===== config.mk =====
export PLATFORM = sky130hd
export DESIGN_NAME = alu_op_sequencer
export DESIGN_NICKNAME = d
export VERILOG_FILES = /design/src/rtl/alu_pkg.sv /design/src/rtl/alu_result_decoder.sv /design/src/rtl/alu_op_sequencer.sv
export SDC_FILE = /design/constraint.sdc
export NUM_CORES = 1
export LEC_CHECK = 0
export CORE_UTILIZATION = 40
export CTS_BUF_LIST = sky130_fd_sc_hd__clkbuf_4
export CTS_CLUSTER_DIAMETER = 120
export DETAILED_ROUTE_END_ITERATION = 8
export GPL_TIMING_DRIVEN = 1
export HOLD_SLACK_MARGIN = 0.02
export PLACE_DENSITY = 0.83
export SETUP_SLACK_MARGIN = 0.4
export SYNTH_ARGS = -nofsm -noshare
export SYNTH_HDL_FRONTEND = slang
export SYNTH_SLANG_ARGS = --single-unit

===== constraint.sdc =====
create_clock -name clk -period 1.55 [get_ports clk]
set_input_delay 0.31 -clock clk [delete_from_list [all_inputs] [get_ports clk]]
set_output_delay 0.31 -clock clk [all_outputs]
set_load 0.02 [all_outputs]

===== src/rtl/alu_pkg.sv =====
// alu_pkg: shared op codes, FSM states and decoded-result record for the arithmetic-unit sequencer
package alu_pkg;
  typedef enum logic [1:0] {OP_ADD = 2'b00, OP_SUB = 2'b01, OP_MUL = 2'b10, OP_DIV = 2'b11} alu_op_e;
  typedef enum logic [1:0] {IDLE = 2'b00, ISSUE = 2'b01, RESP = 2'b10} state_e;
  typedef struct packed {
    logic [15:0] result;
    logic [7:0]  quot;
    logic [7:0]  rem;
    logic        zero;
    logic        neg;
    logic        ovf;
  } alu_rsp_t;
  function automatic logic [3:0] op_enables(alu_op_e op);
    return 4'b0001 << op;
  endfunction
endpackage


===== src/rtl/alu_result_decoder.sv =====
// alu_result_decoder: turns the arithmetic unit's packed result into a normalised result plus flags
module alu_result_decoder
  import alu_pkg::*;
(
  input  logic [15:0] au_result,
  input  alu_op_e     op,
  input  logic [7:0]  a,
  input  logic [7:0]  b,
  output alu_rsp_t    rsp
);
  // add/sub come back as 8-bit values and are re-sign-extended; div splits into quotient/remainder
  always_comb begin
    rsp = '0;
    rsp.result = (op == OP_ADD || op == OP_SUB) ? {{8{au_result[7]}}, au_result[7:0]} : au_result;
    rsp.quot = (op == OP_DIV) ? au_result[15:8] : 8'h00;
    rsp.rem = (op == OP_DIV) ? au_result[7:0] : 8'h00;
    rsp.zero = (op == OP_DIV) ? (au_result[15:8] == 8'h00) : (rsp.result == 16'h0000);
    rsp.neg = rsp.result[15];
    rsp.ovf = (op == OP_ADD) ? (a[7] == b[7] && au_result[7] != a[7]) :
              (op == OP_SUB) ? (a[7] != b[7] && au_result[7] != a[7]) :
              (op == OP_DIV) ? (a == 8'h80 && b == 8'hFF) : 1'b0;
  end
endmodule


===== src/rtl/alu_op_sequencer.sv =====
// alu_op_sequencer: issues one op to the combinational arithmetic unit, waits the settle time, returns the decoded result (optional DIV_ZERO_CHECK_EN)
module alu_op_sequencer
  import alu_pkg::*;
#(
  parameter int SETTLE_CYCLES = 1
) (
  input  logic        clk,
  input  logic        rst,
  input  logic        req_valid,
  output logic        req_ready,
  input  logic [7:0]  req_a,
  input  logic [7:0]  req_b,
  input  logic [1:0]  req_op,
  output logic [7:0]  au_a,
  output logic [7:0]  au_b,
  output logic [1:0]  au_op,
  output logic        au_add_en,
  output logic        au_sub_en,
  output logic        au_mul_en,
  output logic        au_div_en,
  input  logic [15:0] au_result,
  output logic        rsp_valid,
  input  logic        rsp_ready,
  output logic [15:0] rsp_result,
  output logic [7:0]  rsp_quot,
  output logic [7:0]  rsp_rem,
`ifdef DIV_ZERO_CHECK_EN
  output logic        rsp_dbz,
`endif
  output logic        rsp_zero,
  output logic        rsp_neg,
  output logic        rsp_ovf
);
  localparam int CW = (SETTLE_CYCLES > 1) ? $clog2(SETTLE_CYCLES) : 1;
  state_e   state_q, state_d;
  logic [CW-1:0] cnt_q, cnt_d;
  logic [7:0] a_q, a_d, b_q, b_d;
  alu_op_e  op_q, op_d;
  logic [3:0] en_q, en_d;
  alu_rsp_t rsp_q, rsp_d, dec;
  logic     vld_q, vld_d;
  logic     dz;
`ifdef DIV_ZERO_CHECK_EN
  logic     dbz_q, dbz_d;
  assign dz = (req_op == OP_DIV) && (req_b == 8'h00);
  assign rsp_dbz = dbz_q;
`else
  assign dz = 1'b0;
`endif
  alu_result_decoder u_dec (
    .au_result(au_result),
    .op       (op_q),
    .a        (a_q),
    .b        (b_q),
    .rsp      (dec)
  );
  // next-state: accept in IDLE, count down in ISSUE, capture on count==0, release on rsp_ready
  always_comb begin
    state_d = state_q;
    cnt_d = cnt_q;
    a_d = a_q;
    b_d = b_q;
    op_d = op_q;
    rsp_d = rsp_q;
    vld_d = vld_q;
`ifdef DIV_ZERO_CHECK_EN
    dbz_d = dbz_q;
`endif
    if (state_q == IDLE && req_valid) begin
      a_d = req_a;
      b_d = req_b;
      op_d = alu_op_e'(req_op);
      cnt_d = CW'(SETTLE_CYCLES - 1);
      state_d = dz ? RESP : ISSUE;
      if (dz) begin
        rsp_d = '0;
        rsp_d.zero = 1'b1;
        vld_d = 1'b1;
`ifdef DIV_ZERO_CHECK_EN
        dbz_d = 1'b1;
`endif
      end
    end else if (state_q == ISSUE) begin
      if (cnt_q == '0) begin
        state_d = RESP;
        rsp_d = dec;
        vld_d = 1'b1;
      end else begin
        cnt_d = cnt_q - 1'b1;
      end
    end else if (state_q == RESP && rsp_ready) begin
      state_d = IDLE;
      vld_d = 1'b0;
`ifdef DIV_ZERO_CHECK_EN
      dbz_d = 1'b0;
`endif
    end
    en_d = (state_d == ISSUE) ? op_enables(op_d) : 4'b0000;
  end
  // state and registered outputs
  always_ff @(posedge clk) begin
    if (rst) begin
      state_q <= IDLE;
      cnt_q <= '0;
      a_q <= '0;
      b_q <= '0;
      op_q <= OP_ADD;
      en_q <= '0;
      rsp_q <= '0;
      vld_q <= 1'b0;
`ifdef DIV_ZERO_CHECK_EN
      dbz_q <= 1'b0;
`endif
    end else begin
      state_q <= state_d;
      cnt_q <= cnt_d;
      a_q <= a_d;
      b_q <= b_d;
      op_q <= op_d;
      en_q <= en_d;
      rsp_q <= rsp_d;
      vld_q <= vld_d;
`ifdef DIV_ZERO_CHECK_EN
      dbz_q <= dbz_d;
`endif
    end
  end
  assign req_ready = (state_q == IDLE);
  assign au_a = a_q;
  assign au_b = b_q;
  assign au_op = op_q;
  assign {au_div_en, au_mul_en, au_sub_en, au_add_en} = en_q;
  assign rsp_valid = vld_q;
  assign rsp_result = rsp_q.result;
  assign rsp_quot = rsp_q.quot;
  assign rsp_rem = rsp_q.rem;
  assign rsp_zero = rsp_q.zero;
  assign rsp_neg = rsp_q.neg;
  assign rsp_ovf = rsp_q.ovf;
endmodule


# ---- Yosys cells after proc, flatten, opt, wreduce, memory -nomap -nowiden
# Cells that the tools add are included.
dict set report totals {
  register_bits 61
  input_bits 38
  output_inout_bits 59
  word_cells 60
}
dict set report op_classes {
  n_addsub 1
  n_eq_ne 11
  shift 1
  muxes 16
  n_bitwise 3
  n_reduce_logical 15
}
# cell n
set ops {}
lappend ops {{8-bit equality test (second input constant)} 2}
lappend ops {{16-bit logical NOT} 1}
lappend ops {{16-bit 2-to-1 mux} 1}
lappend ops {{8-bit 2-to-1 mux} 2}
lappend ops {{2-bit 2-to-1 mux} 5}
lappend ops {{8-bit logical NOT} 1}
lappend ops {{1-bit 2-to-1 mux} 8}
lappend ops {{2-bit by 1-bit equality test with 1-bit output (second input constant)} 3}
lappend ops {{3-bit AND reduction} 2}
lappend ops {{1-bit logical AND} 5}
lappend ops {{2-bit equality test (second input constant)} 2}
lappend ops {{2-bit logical NOT} 2}
lappend ops {{2-bit OR reduction} 2}
lappend ops {{1-bit by 2-bit << shifter with 4-bit output (first input constant)} 1}
lappend ops {{1-bit NOT} 3}
lappend ops {{1-bit inequality test} 2}
lappend ops {{2-bit inequality test (second input constant)} 1}
lappend ops {{2-bit nonzero test} 1}
lappend ops {{1-bit equality test} 1}
lappend ops {{1-bit logical OR} 1}
lappend ops {{1-bit subtractor (second input constant)} 1}

# ---- Depth between registers and ports, before layout
# Gate-level depths: netlist of run 1.
dict set report logic_depth {
  word_depth 8
  depth_mapped 6
  mapped_depth_nobuf 4
}

# ---- Modules after synthesis
# From an unflattened synthesis of run 1, not the netlist that was laid out.
dict set report hier_totals {
  cells_unflattened 301
  area_unflattened_um2 2496.1
}
# module instances cells_per_inst area_each_um2 seq_area_each_um2
set by_module_without_submodules {}
lappend by_module_without_submodules {alu_op_sequencer 1 235 2108.3 1201.2}
lappend by_module_without_submodules {alu_result_decoder 1 66 387.9 0.0}

# ---- Least setup slack after synthesis of run 1
# Ideal clock, no wire load.
dict set report synth_path {
  path_type {reg-to-reg}
  start {reg b_q[7] (netlist: au_b[7])}
  end {reg rsp_q (netlist bit rsp_ovf)}
  setup_time_ps 88
  arrival_ps 1434
  required_ps 1462
  path_slack_ps 28
  path_stages_with_launch 5
  path_buffers 0
  synth_period_minus_slack_ps 1522
  cell_sequence {dfxtp_1 -> or4b_1 -> nor3_1 -> nand4_1 -> a311oi_2}
}
dict set report synth_via {
  elab_chain_cells 5
  word_cells_on_any_way 9
  classes_between {3 x eq/ne; 3 x mux; 3 x reduce/logical}
}
# item line_no
set synth_lines {}
lappend synth_lines {{start, declared} alu_op_sequencer.sv:37} ;# logic [7:0] a_q, a_d, b_q, b_d;
lappend synth_lines {{start signal, assigned} alu_op_sequencer.sv:106} ;# b_q <= '0;
lappend synth_lines {{start signal, assigned} alu_op_sequencer.sv:118} ;# b_q <= b_d;
lappend synth_lines {{8-bit equality test} alu_result_decoder.sv:21} ;# (op == OP_DIV) ? (a == 8'h80 && b == 8'hFF) : 1'b0;
lappend synth_lines {{1-bit logical AND} alu_result_decoder.sv:21}
lappend synth_lines {{1-bit 2-to-1 mux} alu_result_decoder.sv:21}
lappend synth_lines {{1-bit 2-to-1 mux} alu_result_decoder.sv:20} ;# (op == OP_SUB) ? (a[7] != b[7] && au_result[7] != a[7]) :
lappend synth_lines {{1-bit 2-to-1 mux (*)} alu_result_decoder.sv:19} ;# rsp.ovf = (op == OP_ADD) ? (a[7] == b[7] && au_result[7] != a[7]) :
lappend synth_lines {{end signal, assigned} alu_op_sequencer.sv:121} ;# rsp_q <= rsp_d;
lappend synth_lines {{end, declared} alu_op_sequencer.sv:40} ;# alu_rsp_t rsp_q, rsp_d, dec;
# Every way passes the cells marked *; elsewhere a longest branch is shown, timed or not.
# A chain may end at the register's enable or synchronous reset.

# ---- Final worst setup path of run 1
dict set report layout_path {
  start {reg a_q[4] (netlist: au_a[4])}
  end {reg rsp_q (netlist bit rsp_ovf)}
}
dict set report layout_via {
  elab_chain_cells 5
}
# item line_no
set layout_lines {}
lappend layout_lines {{start, declared} alu_op_sequencer.sv:37}
lappend layout_lines {{start signal, assigned} alu_op_sequencer.sv:105} ;# a_q <= '0;
lappend layout_lines {{start signal, assigned} alu_op_sequencer.sv:117} ;# a_q <= a_d;
lappend layout_lines {{8-bit equality test} alu_result_decoder.sv:21}
lappend layout_lines {{1-bit logical AND} alu_result_decoder.sv:21}
lappend layout_lines {{1-bit 2-to-1 mux} alu_result_decoder.sv:21}
lappend layout_lines {{1-bit 2-to-1 mux} alu_result_decoder.sv:20}
lappend layout_lines {{1-bit 2-to-1 mux} alu_result_decoder.sv:19}
# Every way passes these cells.

==> metrics.md, run 1 <==
| Metric | Value |
|---|---|
| Port buffer count | 96 |
| TritonCTS Buffers | 9 |
| Chip width | 75.1 µm |
| Largest net degree at the start of global routing | 30 |
| Std-Cell Rows | 26 |
| Total power | 0.00352 W |
| Root buf cell | clkbuf_4 |
| P&R area growth vs syn | 95.5% |
| First-pass DRT Iterations | 4 |
| Vias post-DR | 2495 |
| Post-synthesis sequential area ratio | 55.2% |
| Fraction of synthesized area in multiplexers | 0.468% |
| Net switching power | 0.00102 W |
| Detail Placement HPWL | 4.40 mm |
| Clk network pwr share | 30.0% |
| Main combinational cell family by area after synthesis | simple AND/OR/NAND/NOR gates |
| Hold Crit Class | input port to flop |
| CP Class | flop to flop |
| Initial Util | 41.6% |
| Vias per cell | 5.30 |
| Gate power share | 22.9% |
| # Max-Cap Violations | 0 |
| Final Hold Fails | 0 |
| Setup-failing EPs final | 0 |
| Tmin final | 1.51 ns |
| Post-route setup slack | 0.0436 ns |
| Cts hold-fix bufs | 0 |
| Total Routing Usage GR | 24.4% |
| Switching part of the total | 29.0% |
| Synth Area in Simple Gates | 23.5% |
| Clk pin slew, worst setup/hold paths | 0.10 ns |
| CP bufs+invs | 0 |
| GP Congestion | 0.739 |
| Skew-Pair Late Insertion Delay | 0.39 ns |
| Total Wirelength | 7.84 mm |
| CP Cell Sequence | or4b_4, nor3_4, nand4_1, a311oi_2 |
| Seq cells post-synth | 59 |
| Mapped cell area | 2140 µm² |
| Family with the most delay on the worst path | simple AND/OR/NAND/NOR gates |
| CTS Sinks | 59 |
| Core area | 5140 µm² |
| Worst setup EP type | flop |
| Critical Path Max Stage Delay | 0.54 ns |
| Die H | 75.1 µm |
| Maximum fanout along the worst path | 2 |
| CTS tree | done |
| Status | finished clean |
| I/O pin count | 97 |
| Synth top area share | 55.2% |
| Synth Net Count | 290 |
| WL/cell | 16.6 µm |
| Share of cells above drive strength 1 | 58.1% |
| # DRC | 0 |
| Count of cell types in the netlist | 29 |
| Average size of a mapped cell | 8.49 µm² |
| Pwr/cell area | 842 nW/µm² |
| # nets final | 434 |
| Final Non-Filler Cells | 471 |
| Sequential power share | 47.1% |
| Synth Instances | 252 |
| Clock buffer depth | 2 |
| Total Die Area | 5650 µm² |
| Number of global-route vias before repair | 2243 |
| Filler cells | 325 |
| Antenna Cells | 0 |
| Pre-CTS setup slack | -0.248 ns |
| CTS H-tree lvls | 3 |
| Iter 0 DRT Violations | 112 |
| Critical Path RT | 1.86 ns |
| Post-Synth Adder-Cell Area | 0% |
| Fin crit share | 97.2% |
| Worst rel slew slack | 69.2% |
| Least-Margin Pin Slew | 0.463 ns |
| Cell Int Power | 0.00250 W |
| RSZ-0062 raised after global routing | true |
| Top cells by area, synth | dfxtp_1, nand2_1, a21oi_1 |
| Crit start category | flop |
| Initial antenna violation count | 0 |
| Placed cells | 428 |
| First-pass GRT wire length | 10.3 mm |
| Lkg Pwr | 1.73 nW |
| Worst vdd ir | 677 µV |
| Fmax | 664 MHz |
| Post-Synth XOR/XNOR Area | 0.409% |
| Crit path DAT | 1.82 ns |
| Synth Warn # | 0 |
| Sequential Area | 1270 µm² |
| Post-synthesis compound-gate area fraction | 16.4% |
| Grt total ovfl | 0 |
| Footprint of the multi-input gates | 1120 µm² |
| Post-synth top area cell | dfxtp_1 |
| Clock skew | 0.0125 ns |
| Worst-path cell with the longest stage delay | or4b_4 |
| Slew Viols, Final | 0 |
| Antenna-violating nets left | 0 |
worst register-to-register path: cells and delay by family (launching register included):
| family | cells | cell delay [ns] |
|---|---|---|
| AND/OR/NAND/NOR | 3 | 0.82 |
| AO/OA/AOI/OAI | 1 | 0.27 |
| flip-flops | 1 | 0.34 |
metal layers:
metal  track usage [%]  vias up  share of wire [%]
met5                 0        -                  0
met4              9.67        0                2.4
met3              9.50       17                5.1
met2              40.9       92                 52
met1              28.1     1228                 40
li1                  -     1158                  -
stage by stage:
step / area [µm²] / hold WS (ns) / setup TNS, ns / util (%)
final: 4180 / 0.329 / 0 / 81.4
after global routing: 4180 / 0.304 / -0.0129 / 81.4
after CTS: 3760 / 0.296 / 0 / 73.1
after detailed placement: 3370 / 0.456 / -0.318 / 65.6
after global placement: 3370 / 0.442 / -0.232 / 65.6
after floorplan: 2180 / 0.387 / 0 / -
power by group through the flow:
stage / Clock, W / Combinational [W] / Sequential (W)
2_1_floorplan: 0 / 0.000195 / 0.00175
3_3_place_gp: 0 / 0.000614 / 0.00167
4_1_cts: 0.00107 / 0.000651 / 0.00166
3_5_place_dp: 0 / 0.000625 / 0.00167
6_report: 0.00106 / 0.000806 / 0.00166
5_1_grt: 0.00116 / 0.000850 / 0.00167
sequential cells by signal, summed over array words and instances, names as in the netlist:
register,flops
au_b,8
rsp_valid,1
en_q,4
au_a,8
au_op,2
rsp_result,16
rsp_zero,1
state_q,2
rsp_rem,8
rsp_ovf,1
rsp_quot,8
cell type report:
| class | count | share of cell area (%) |
|---|---|---|
| Clock buffer | 10 | 1.79 |
| Inverter | 2 | 0.179 |
| Sequential cell | 59 | 30.3 |
| Multi-Input combinational cell | 173 | 26.8 |
| Clock inverter | 6 | 1.35 |
| Timing Repair Buffer | 151 | 37.5 |
| Tap cell | 70 | 2.09 |
Yosys cell counts:
master	n
nor2_2	1
and2_1	1
buf_1	3
nand4_1	2
nor2_1	27
nor4b_1	3
dfxtp_1	59
or4b_1	1
nand4b_1	1
nor2b_1	1
buf_4	1
nor4_1	6
a21oi_1	37
inv_1	2
buf_2	5
a22oi_1	16
nor3b_1	1
nand2_1	58
a311oi_2	1
o21ai_1	1
nand2b_1	2
a311oi_1	1
and4b_1	1
a221o_1	1
mux2i_1	1
xor2_1	1
a211oi_1	1
clkbuf_1	9
nor3_1	8
worst paths after layout:
| path | start | to | slack [ns] | cells past startpoint |
|---|---|---|---|---|
| min | rst | rsp_quot[0] | 0.33 | 2 |
| max reg2reg | au_a[4] | rsp_ovf | 0.04 | 4 |
| min reg2reg | rsp_result[7] | rsp_result[7] | 0.47 | 2 |
| max | au_a[4] | rsp_ovf | 0.04 | 4 |
repair_timing:
action / CTS / global route
cloned: 0 / 4
gates resized for setup: 420 / 67
buffers inserted: 9 / 14
pin swaps: 9 / 23
setup endpoints to repair: 95 / 106
placed cells by master, fill, tap and decap left out, drive strengths merged:
master / count
nor3b: 1
nand2: 58
nor2b: 1
a211oi: 1
dlygate4sd2: 10
nand4: 2
buf: 113
o21ai: 1
xor2: 1
a221o: 1
nor4b: 3
bufinv: 1
clkdlybuf4s50: 22
clkbuf: 12
clkinv: 3
dlymetal6s2s: 4
nor3: 8
nor4: 6
a311oi: 2
or4b: 1
nand4b: 1
a22oi: 16
clkinvlp: 2
and2: 1
a21oi: 37
dfxtp: 59
and4b: 1
mux2i: 1
nor2: 28
nand2b: 2
inv: 2
cells by family (layout without fill, tap and decap cells):
kind of cell              after synthesis  in the layout
DFF                                    59             59
xor gates and xnor gates                1              1
buffers and inverters                  20            169
muxes                                   1              1
AOI/OAI and AO/OA                      58             58
and+or+nand+nor                       113            113
No activity file was read; power rests on OpenSTA's default activity.
==> run 2: changes to the inputs <==
- REMOVE_ABC_BUFFERS: default -> 1
==> run 2 against run 1 <==
Effect of this change: register-to-register slack improved by 0.14 ns; fmax grew 9.9%; sequential power about the same; wire length decreased by 8.6%; critical path type unchanged; largest cell class unchanged; largest power group unchanged.
==> metrics.md, run 2 (same netlist as run 1, synthesis figures left out) <==
| Metric | Value |
|---|---|
| GP Congestion | 0.733 (-0.80%) |
| Final hold slack | 0.228 ns (-0.101 ns) |
| Net switching power | 0.00102 W (-0.41%) |
| CP bufs+invs | 0 (unchanged) |
| Family with the most delay on the worst path | simple AND/OR/NAND/NOR gates |
| Fmax | 730 MHz (+9.9%) |
| Total Wirelength | 7.16 mm (-8.6%) |
| # nets final | 438 (+0.92%) |
| Final Cell Area | 4080 µm² (-2.6%) |
| Lkg Pwr | 1.70 nW (-1.8%) |
| Iter 0 DRT Violations | 121 (+8.0%) |
| Footprint of the multi-input gates | 1040 µm² (-7.3%) |
| Least-Margin Pin Slew | 0.408 ns (-0.0545 ns) |
| Critical Path Max Stage Delay | 0.53 ns (about the same) |
| Critical Path RT | 1.87 ns (about the same) |
| Setup-failing EPs final | 0 (unchanged) |
| Clk pin slew, worst setup/hold paths | 0.11 ns (about the same) |
| DP Area | 3360 µm² (-0.45%) |
| Clock buffer depth | 2 (unchanged) |
| Total power | 0.00334 W (-5.1%) |
| Gate power share | 23.1% (+0.2 points) |
| # DRC | 0 (unchanged) |
| First-pass GRT wire length | 10.2 mm (-1.1%) |
| Setup TNS | 0 ns (unchanged) |
| Clk network pwr share | 27.4% (-2.6 points) |
| Detail Placement HPWL | 4.39 mm (-0.30%) |
| Crit path DAT | 1.69 ns (-0.13 ns) |
| CTS Sinks | 59 (unchanged) |
| Std-Cell Rows | 26 (unchanged) |
| Root buf cell | clkbuf_4 |
| Worst rel slew slack | 72.8% (+3.6 points) |
| Number of global-route vias before repair | 2219 (-1.1%) |
| Status | finished clean |
| Antenna-violating nets left | 0 (unchanged) |
| Vias post-DR | 2402 (-3.7%) |
| Sequential Area | 1250 µm² (-0.89%) |
| WL/cell | 15.1 µm (-9.4%) |
| Initial Util | 41.6% (unchanged) |
| CTS H-tree lvls | 3 (unchanged) |
| Grt total ovfl | 0 (unchanged) |
| Fin crit share | 88.4% (-8.8 points) |
| Filler cells | 356 (+9.5%) |
| CP Cell Sequence | or4b_4, nor3_2, nand4_1, a311oi_2 |
| Total Die Area | 5650 µm² (unchanged) |
| Hold Crit Class | input port to flop |
| Pwr/cell area | 821 nW/µm² (-2.6%) |
| RSZ-0062 raised after global routing | true |
| Worst-path cell with the longest stage delay | or4b_4 |
| Share of cells above drive strength 1 | 55.1% (-3.0 points) |
| Vias per cell | 5.06 (-4.5%) |
| Die H | 75.1 µm (unchanged) |
| Util after Layout | 79.3% (-2.1 points) |
| Total Routing Usage GR | 24.5% (+0.050 points) |
| CP Class | flop to flop |
| Tmin final | 1.37 ns (-0.136 ns) |
| Largest net degree at the start of global routing | 20 (-33%) |
| Worst setup EP type | flop |
| Maximum fanout along the worst path | 2 (unchanged) |
| Most common cell after layout, fill and taps aside | buf_6 |
| P&R area growth vs syn | 90.5% |
| Worst vdd ir | 696 µV (+2.8%) |
| I/O pin count | 97 (unchanged) |
| Slew Viols, Final | 0 (unchanged) |
| Port buffer count | 96 (unchanged) |
| Initial antenna violation count | 0 (unchanged) |
| Most frequent cells in the layout | buf_6, nand2_1, dfxtp_2 |
| Switching part of the total | 30.4% (+1.4 points) |
| Chip width | 75.1 µm (unchanged) |
| CTS tree | done |
| Crit start category | flop |
| Sequential power share | 49.5% (+2.4 points) |
| First-pass DRT Iterations | 5 (+1) |
| Cell Int Power | 0.00233 W (-7.0%) |
| Final Hold Fails | 0 (unchanged) |
| Core area | 5140 µm² (unchanged) |
| TritonCTS Buffers | 9 (unchanged) |
| Antenna Cells | 0 (unchanged) |
| Clock skew | 0.0156 ns (+0.00313 ns) |
| Max FFs per register | 16 (unchanged) |
| Skew-Pair Late Insertion Delay | 0.41 ns (+0.02 ns) |
| # Max-Cap Violations | 0 (unchanged) |
==> run 2: cell types whose count changed in the layout (fill, tap and decap cells not counted), sizes merged <==
cell and change:
buf +4, dlygate4sd2 -9, bufinv -1, clkinvlp +2, clkdlybuf4s50 +9, clkbuf -1
==> run 2: worst paths after layout <==
| path | start | to | slack (ns) | cells after the start |
|---|---|---|---|---|
| worst min register to register | rsp_result[0] | rsp_result[0] | 0.47 | 2 |
| worst max register to register | au_a[4] | rsp_ovf | 0.18 | 4 |
| worst min-delay path | au_result[1] | rsp_result[1] | 0.23 | 3 |
| worst max-delay path | au_a[4] | rsp_ovf | 0.18 | 4 |
==> run 2: through the flow <==
stage	setup WS, ns	cells
global route	0.134	475
CTS	0.165	461
global placement	-0.193	430
detailed placement	-0.235	430
floorplan	-0.287	234
finish	0.180	475
==> run 2: cell type report <==
class	count	area share, %
clock buffer	9	1.66
multi-input combinational	173	25.5
inverter	2	0.184
sequential	59	30.8
timing repair buffer	155	38.6
tap	70	2.15
clock inverter	7	1.11
==> run 2: power groups by stage <==
stage / registers (W) / logic [W] / clock network, W
after floorplan: 0.00175 / 0.000146 / 0
after global placement: 0.00166 / 0.000618 / 0
after detailed placement: 0.00166 / 0.000627 / 0
after CTS: 0.00165 / 0.000689 / 0.000921
after global routing: 0.00166 / 0.000826 / 0.00100
final: 0.00166 / 0.000774 / 0.000915
==> run 2: worst reg2reg max path: stages, from the launching register on <==
cell      delay [ns]
dfxtp_2         0.34
or4b_4          0.53
nor3_2          0.11
nand4_1         0.12
a311oi_2        0.20
==> run 2: per-layer routing <==
layer	vias up	share of wire, %	GRT usage (%)
met5	-	0	0
li1	1167	-	-
met3	13	8.4	9.24
met1	1116	38	26.4
met4	0	1.8	11.7
met2	106	52	42.3
==> run 2: what timing repair did <==
| action | in CTS | in global routing |
|---|---|---|
| cloned | 1 | 2 |
| resized for setup | 418 | 42 |
| pin swaps | 5 | 21 |
| endpoints found under the setup margin | 88 | 112 |
| buffers inserted | 14 | 12 |
| hold buffers | 0 | 0 |
| hold endpoints to repair | 0 | 0 |
